[src/rtl/wash_ctrl.sv]
// wash_ctrl -- washing-machine program sequencer.
//
// Takes clean one-cycle key pulses from the debouncers and steps through the
// timed phases FILL -> WASH -> DRAIN -> SPIN -> DONE. It drives the valves,
// the motor and the status outputs, and exports the seconds left in the
// current phase for the display.
//
// Optional feature: define WASH_BUZZER_EN to enable the done-alert buzzer.
// When the macro is undefined, buzzer is tied low and no buzzer counter
// is built.
//
// Ports:
//   clk        system clock
//   rst        asynchronous reset, active low
//   key_start  start / pause-resume / acknowledge pulse
//   key_mode   program-mode select pulse (honoured only in IDLE)
//   key_stop   abort-to-IDLE pulse
//   phase      0=IDLE 1=FILL 2=WASH 3=DRAIN 4=SPIN 5=DONE
//   mode       0=quick 1=normal 2=heavy
//   remain_s   seconds left in the current phase
//   paused     high while an active phase is paused
//   valve_in   fill valve
//   valve_out  drain valve
//   motor      drum motor
//   buzzer     done alert
module wash_ctrl #(
  parameter int         CLK_HZ  = 24_000_000,
  parameter logic [7:0] FILL_S  = 8'd10,
  parameter logic [7:0] WASH_S  = 8'd30,
  parameter logic [7:0] DRAIN_S = 8'd10,
  parameter logic [7:0] SPIN_S  = 8'd20,
  parameter logic [7:0] BUZZ_S  = 8'd3
) (
  input  logic       clk,
  input  logic       rst,
  input  logic       key_start,
  input  logic       key_mode,
  input  logic       key_stop,
  output logic [2:0] phase,
  output logic [1:0] mode,
  output logic [7:0] remain_s,
  output logic       paused,
  output logic       valve_in,
  output logic       valve_out,
  output logic       motor,
  output logic       buzzer
);

  localparam int PW = (CLK_HZ > 1) ? $clog2(CLK_HZ) : 1;
  localparam logic [PW-1:0] PRE_MAX = PW'(CLK_HZ - 1);

  localparam logic [2:0] PH_IDLE  = 3'd0;
  localparam logic [2:0] PH_FILL  = 3'd1;
  localparam logic [2:0] PH_WASH  = 3'd2;
  localparam logic [2:0] PH_DRAIN = 3'd3;
  localparam logic [2:0] PH_SPIN  = 3'd4;
  localparam logic [2:0] PH_DONE  = 3'd5;

  logic [2:0]    phase_q, phase_d;
  logic [1:0]    mode_q, mode_d;
  logic [7:0]    remain_q, remain_d;
  logic          paused_q, paused_d;
  logic [PW-1:0] presc_q, presc_d;
  logic          active, run, count_en, tick, advance;
  logic [2:0]    next_ph;
`ifdef WASH_BUZZER_EN
  logic [7:0]    buzz_q, buzz_d;
  logic          buzzing;
`else
  logic          unused_buzz;
  assign unused_buzz = ^BUZZ_S;
`endif

  // Duration in seconds of a phase; wash time scales with the program mode.
  function automatic logic [7:0] phase_dur(input logic [2:0] ph, input logic [1:0] md);
    logic [7:0] mult;
    mult = {6'd0, md} + 8'd1;
    case (ph)
      PH_FILL:  return FILL_S;
      PH_WASH:  return 8'(WASH_S * mult);
      PH_DRAIN: return DRAIN_S;
      PH_SPIN:  return SPIN_S;
      default:  return 8'd0;
    endcase
  endfunction

  function automatic logic [2:0] next_phase(input logic [2:0] ph);
    case (ph)
      PH_FILL:  return PH_WASH;
      PH_WASH:  return PH_DRAIN;
      PH_DRAIN: return PH_SPIN;
      PH_SPIN:  return PH_DONE;
      default:  return PH_IDLE;
    endcase
  endfunction

  // State register
  always_ff @(posedge clk or negedge rst) begin
    if (!rst) begin
      phase_q  <= PH_IDLE;
      mode_q   <= 2'd0;
      remain_q <= 8'd0;
      paused_q <= 1'b0;
      presc_q  <= '0;
`ifdef WASH_BUZZER_EN
      buzz_q   <= 8'd0;
`endif
    end else begin
      phase_q  <= phase_d;
      mode_q   <= mode_d;
      remain_q <= remain_d;
      paused_q <= paused_d;
      presc_q  <= presc_d;
`ifdef WASH_BUZZER_EN
      buzz_q   <= buzz_d;
`endif
    end
  end

  // Next-state logic
  always_comb begin
    phase_d  = phase_q;
    mode_d   = mode_q;
    remain_d = remain_q;
    paused_d = paused_q;
    presc_d  = presc_q;
`ifdef WASH_BUZZER_EN
    buzz_d   = buzz_q;
    buzzing  = (phase_q == PH_DONE) && (buzz_q != 8'd0);
`endif
    active   = (phase_q >= PH_FILL) && (phase_q <= PH_SPIN);
    run      = active && !paused_q;
`ifdef WASH_BUZZER_EN
    count_en = run || buzzing;
`else
    count_en = run;
`endif
    tick     = count_en && (presc_q == PRE_MAX);
    // A zero-length phase advances on the first running cycle.
    advance  = run && ((remain_q == 8'd0) || (tick && (remain_q == 8'd1)));
    next_ph  = next_phase(phase_q);

    if (count_en) presc_d = tick ? '0 : presc_q + 1'b1;

    if (key_stop) begin
      phase_d  = PH_IDLE;
      paused_d = 1'b0;
      remain_d = 8'd0;
      presc_d  = '0;
`ifdef WASH_BUZZER_EN
      buzz_d   = 8'd0;
`endif
    end else begin
      case (phase_q)
        PH_IDLE: begin
          if (key_start) begin
            phase_d  = PH_FILL;
            remain_d = phase_dur(PH_FILL, mode_q);
            presc_d  = '0;
            paused_d = 1'b0;
          end else if (key_mode) begin
            mode_d = (mode_q == 2'd2) ? 2'd0 : mode_q + 2'd1;
          end
        end
        PH_DONE: begin
          if (key_start) begin
            phase_d  = PH_IDLE;
            remain_d = 8'd0;
            presc_d  = '0;
`ifdef WASH_BUZZER_EN
            buzz_d   = 8'd0;
          end else if (tick) begin
            buzz_d   = buzz_q - 8'd1;
`endif
          end
        end
        PH_FILL, PH_WASH, PH_DRAIN, PH_SPIN: begin
          if (advance) begin
            phase_d  = next_ph;
            remain_d = phase_dur(next_ph, mode_q);
            presc_d  = '0;
`ifdef WASH_BUZZER_EN
            if (next_ph == PH_DONE) buzz_d = BUZZ_S;
`endif
          end else if (tick && (remain_q > 8'd1)) begin
            remain_d = remain_q - 8'd1;
          end
          // The tick is applied first; a start pulse on the same edge then
          // pauses whatever phase results (DONE is never paused).
          if (key_start) paused_d = (advance && (next_ph == PH_DONE)) ? 1'b0 : !paused_q;
        end
        default: begin
          phase_d  = PH_IDLE;
          remain_d = 8'd0;
          presc_d  = '0;
          paused_d = 1'b0;
        end
      endcase
    end
  end

  // Outputs
  always_comb begin
    phase     = phase_q;
    mode      = mode_q;
    remain_s  = remain_q;
    paused    = paused_q;
    valve_in  = (phase_q == PH_FILL) && !paused_q;
    valve_out = ((phase_q == PH_DRAIN) || (phase_q == PH_SPIN)) && !paused_q;
    motor     = ((phase_q == PH_WASH) || (phase_q == PH_SPIN)) && !paused_q;
`ifdef WASH_BUZZER_EN
    buzzer    = buzzing;
`else
    buzzer    = 1'b0;
`endif
  end

endmodule

[config.mk]
export PLATFORM = sky130hd
export DESIGN_NAME = wash_ctrl
export DESIGN_NICKNAME = d
export VERILOG_FILES = /design/src/rtl/wash_ctrl.sv
export SDC_FILE = /design/constraint.sdc
export NUM_CORES = 1
export LEC_CHECK = 0
export CORE_UTILIZATION = 62
export CTS_CLUSTER_DIAMETER = 50
export DETAILED_ROUTE_END_ITERATION = 8
export PLACE_DENSITY = 0.86
export SYNTH_ARGS = -nofsm -noshare
export SYNTH_HDL_FRONTEND = slang
export SYNTH_SLANG_ARGS = --single-unit
export TNS_END_PERCENT = 50
[constraint.sdc]
create_clock -name clk -period 3.1 [get_ports clk]
set_input_delay 0.31 -clock clk [delete_from_list [all_inputs] [get_ports clk]]
set_output_delay 0.31 -clock clk [all_outputs]
set_load 0.01 [all_outputs]
==> flow_summary_export.csv <==
group,metric,value,unit
yosys,synth_top_family_by_area,"simple AND/OR/NAND/NOR gates",
timing,finClkSkew,0.004392,ns
yosys,synth_commonest_cells,"nor2_1 (47), dfrtp_1 (39), nand2_1 (25), xor2_1 (15)",
detailed_routing,finalWirelength,5.471,mm
final_layout,nFillCells,302,
setup_path,setup.worst_path.start_class,"flop",
yosys,ys.flop_type,"dfrtp_1",
yosys,synthTopCellsByArea,"dfrtp_1 (37%), nor2_1 (6.8%), ha_1 (5.3%), xor2_1 (5.0%), xnor2_1 (4.4%)",
pwr,peakVddDrop,502.9,uV
setup_path,crit_arrival,2.78,ns
placed_design,place_congestion,0.7917,
setup_path,crit_buf_inv,1,
yosys,yosys.area_share.adder,6.046,%
final_layout,area_growth,12.57,%
pwr,power_density,766.7,nW/um^2
yosys,synth-edff-count,0,
floorplan,coreArea,4029,sq um
timing,rsz0062_at_grt,"no",
yosys,syn_nets,307,
floorplan,die_h,66.85,um
yosys,synth_top_cell_area_share,37.43,%
detailed_routing,drt-pass1-iter-count,4,
final_layout,diodes,0,
global_route,grt.total_usage,26.97,%
floorplan,fp.dieW,66.85,um
timing,fin_crit_sh,82.39,%
status,run_status,"finished, final reports clean",
detailed_routing,drt_iter0_markers,162,
pwr,clkPwrFrac,19.6,%
placed_design,post-dp-hpwl,3.811,mm
floorplan,ios,23,
setup_path,slowest_delay,0.66,ns
floorplan,fp-row-count,23,
clock_network,cts_tree,"built",
detailed_routing,via_count,2162,
pwr,netSwitchingFraction,40.76,%
timing,slew_violations,0,
global_route,grt_max_degree,40,
yosys,synth_compound_gate_area_share,11.23,%
clock_network,insertion_delay,0.29,ns
timing,tns,0,ns
timing,holdWs,0.1336,ns
yosys,ys_types,60,
global_route,grt.overflow.total,0,
pwr,switchingPower,917.3,uW
yosys,synth_mux_area_share,2.015,%
floorplan,initial_utilization,64.72,%
setup_path,worstPathMaxFanout,24,
global_route,grt_pass1_wl,8.983,mm
clock_network,cts_made_buffers,5,
final_layout,drive_gt1_share,7.742,%
yosys,synth_area,2608,sq um
yosys,ys_ff_latch,39,
yosys,syn-instance-count,290,
run,maxCapViolCount,0,
yosys,ys.warnings.count,0,
yosys,yosysMostFrequentCell,"nor2_1",
detailed_routing,wl_per_cell,15.20,um
pwr,power_frac_seq,31.3,%
clock_network,cts_hold_buf,0,
clock_network,cts_max_level,2,
final_layout,layoutNonFillerInstCount,360,
clock_network,clock-root-buffer,"clkbuf_8",
global_route,grt_pass1_vias,2028,
clock_network,postCtsSetupBuffers,0,
clock_network,clk_pin_slew_worst_paths,0.08,ns
placed_design,dp.cells,352,
yosys,synthSimpleGateAreaFrac,28.79,%
floorplan,dieArea,4469,sq um
pwr,p_int,1.333,mW
global_route,antenna_found_initial,0,
yosys,yosysSeqAreaShare,37.43,%
setup_path,cp_cell_sequence,"nor2b_1 > or4_4 > nand3_1 > nand4_1 > buf_4 > nor2_1",
timing,fmax,0.3915,GHz
detailed_routing,drc_errors,0,
clock_network,cts_resized,0,
setup_path,cpMaxStageDelayCell,"dfrtp_1",
setup_path,startpoint,"phase[0]",
yosys,synthXorXnorAreaFrac,9.405,%
yosys,async_reset_ff_share,100.0,%
timing,setup_viol,0,
timing,fin_crit,2.554,ns
pwr,p_leak,1.188,nW
final_layout,nNetsFinal,326,
setup_path,crit_type,"flop to flop",
setup_path,required,3.32,ns
hold_path,hold_class,"input port to asynchronous set/reset pin",
timing,finalHoldViolCount,0,
yosys,yosys.area.top_type,"dfrtp_1",
setup_path,crit_path_end_kind,"flop",
setup_path,critical_path.top_delay_family,"simple AND/OR/NAND/NOR gates",
placed_design,port_buffers,21,
timing,slew_headroom,41.18,%
yosys,synth_area_per_cell,8.991,sq um
detailed_routing,ant_nets,0,
clock_network,clock_path_buffers,2,
detailed_routing,routed_via_density,6.006,
clock_network,numClockSinks,39,
setup_path,r2r-start,"phase[0]",
timing,worst_pin_slew,0.8823,ns
pwr,combPwrFrac,49.1,%
state kept, by name (all words and copies together) (netlist names):
register and count:
mode 2, paused 1, phase 3, presc_q 25, remain_s 8
power by group through the flow:
stage / sequential [mW] / clock [mW] / combinational, mW
final: 0.705 / 0.441 / 1.10
after global routing: 0.724 / 0.470 / 1.23
after CTS: 0.706 / 0.449 / 1.10
after detailed placement: 0.716 / 0 / 1.09
after global placement: 0.713 / 0 / 1.07
after floorplan: 0.706 / 0 / 0.782
area by class of cell:
class | instances | area, sq um | share of cell area (%)
tap | 50 | 62.56 | 2.131
clock inverter | 2 | 35.03 | 1.194
timing repair buffer | 24 | 227.7 | 7.758
inverter | 13 | 48.80 | 1.662
clock buffer | 6 | 82.58 | 2.813
multi-input combinational | 226 | 1503 | 51.19
sequential | 39 | 975.9 | 33.25
layout by cell type (no fill, tap or decap), types with 2 or more instances in the layout:
| master | netlist | final |
|---|---|---|
| nand2_1 | 25 | 25 |
| inv_1 | 13 | 13 |
| mux2_2 | 2 | 2 |
| o21ai_0 | 6 | 6 |
| o21a_1 | 2 | 2 |
| a31o_2 | 2 | 2 |
| nor3_1 | 7 | 7 |
| nand4_1 | 10 | 10 |
| dfrtp_1 | 39 | 39 |
| nand3b_1 | 2 | 2 |
| ha_1 | 11 | 11 |
| a31oi_1 | 4 | 4 |
| or3b_1 | 2 | 2 |
| nor2b_1 | 3 | 3 |
| a21oi_1 | 3 | 3 |
| nand3_1 | 13 | 13 |
| and4_1 | 3 | 3 |
| xnor2_1 | 13 | 13 |
| clkdlybuf4s50_1 | 0 | 20 |
| o221ai_1 | 4 | 4 |
| nand4bb_1 | 3 | 3 |
| nor3_4 | 2 | 2 |
| nor4_1 | 5 | 5 |
| o21ai_1 | 2 | 2 |
| mux2i_1 | 3 | 3 |
| or3_1 | 2 | 2 |
| xor2_1 | 15 | 15 |
| a211oi_1 | 3 | 3 |
| buf_4 | 2 | 3 |
| and3_1 | 2 | 2 |
| nor2_1 | 47 | 47 |
| clkbuf_8 | 0 | 6 |
| and2_1 | 4 | 4 |
metal layers:
| layer | GRT usage (%) | vias up | routed length, um |
|---|---|---|---|
| met3 | 5.822 | 14 | 207 |
| met1 | 32.79 | 1027 | 2442 |
| met5 | 0 | - | 0 |
| li1 | - | 1065 | - |
| met4 | 10.64 | 0 | 114 |
| met2 | 45.96 | 56 | 2707 |
metrics by stage:
step / util, % / power, mW / worst slack (ns) / cell area, sq um
6_report: 72.86 / 2.251 / 0.5458 / 2935
4_1_cts: 72.86 / 2.254 / 0.5583 / 2935
3_3_place_gp: 69.94 / 1.784 / 0.5943 / 2818
3_5_place_dp: 69.94 / 1.803 / 0.5188 / 2818
5_1_grt: 72.86 / 2.420 / 0.3420 / 2935
2_1_floorplan: - / 1.488 / 1.047 / 2608
worst paths after layout:
path	to	slack (ns)	cells past startpoint
worst max register to register	presc_q[20]	0.55	6
max in group asynchronous	remain_s[5]	2.42	1
worst min register to register	presc_q[3]	0.59	2
worst min-delay path	presc_q[9]	0.13	1
min in group clk	presc_q[3]	0.59	2
worst max-delay path	presc_q[20]	0.55	6
logic make-up (layout without fill, tap and decap cells):
group	count (synthesis)	after routing
other	1	1
buffers and inverters	25	45
flip-flops	39	39
multiplexers	5	5
AND/OR/NAND/NOR	140	140
adder cells (fa/ha/maj)	12	12
XOR/XNOR	28	28
AO/OA/AOI/OAI	40	40
Note: power is estimated with default switching activity, not from simulation.
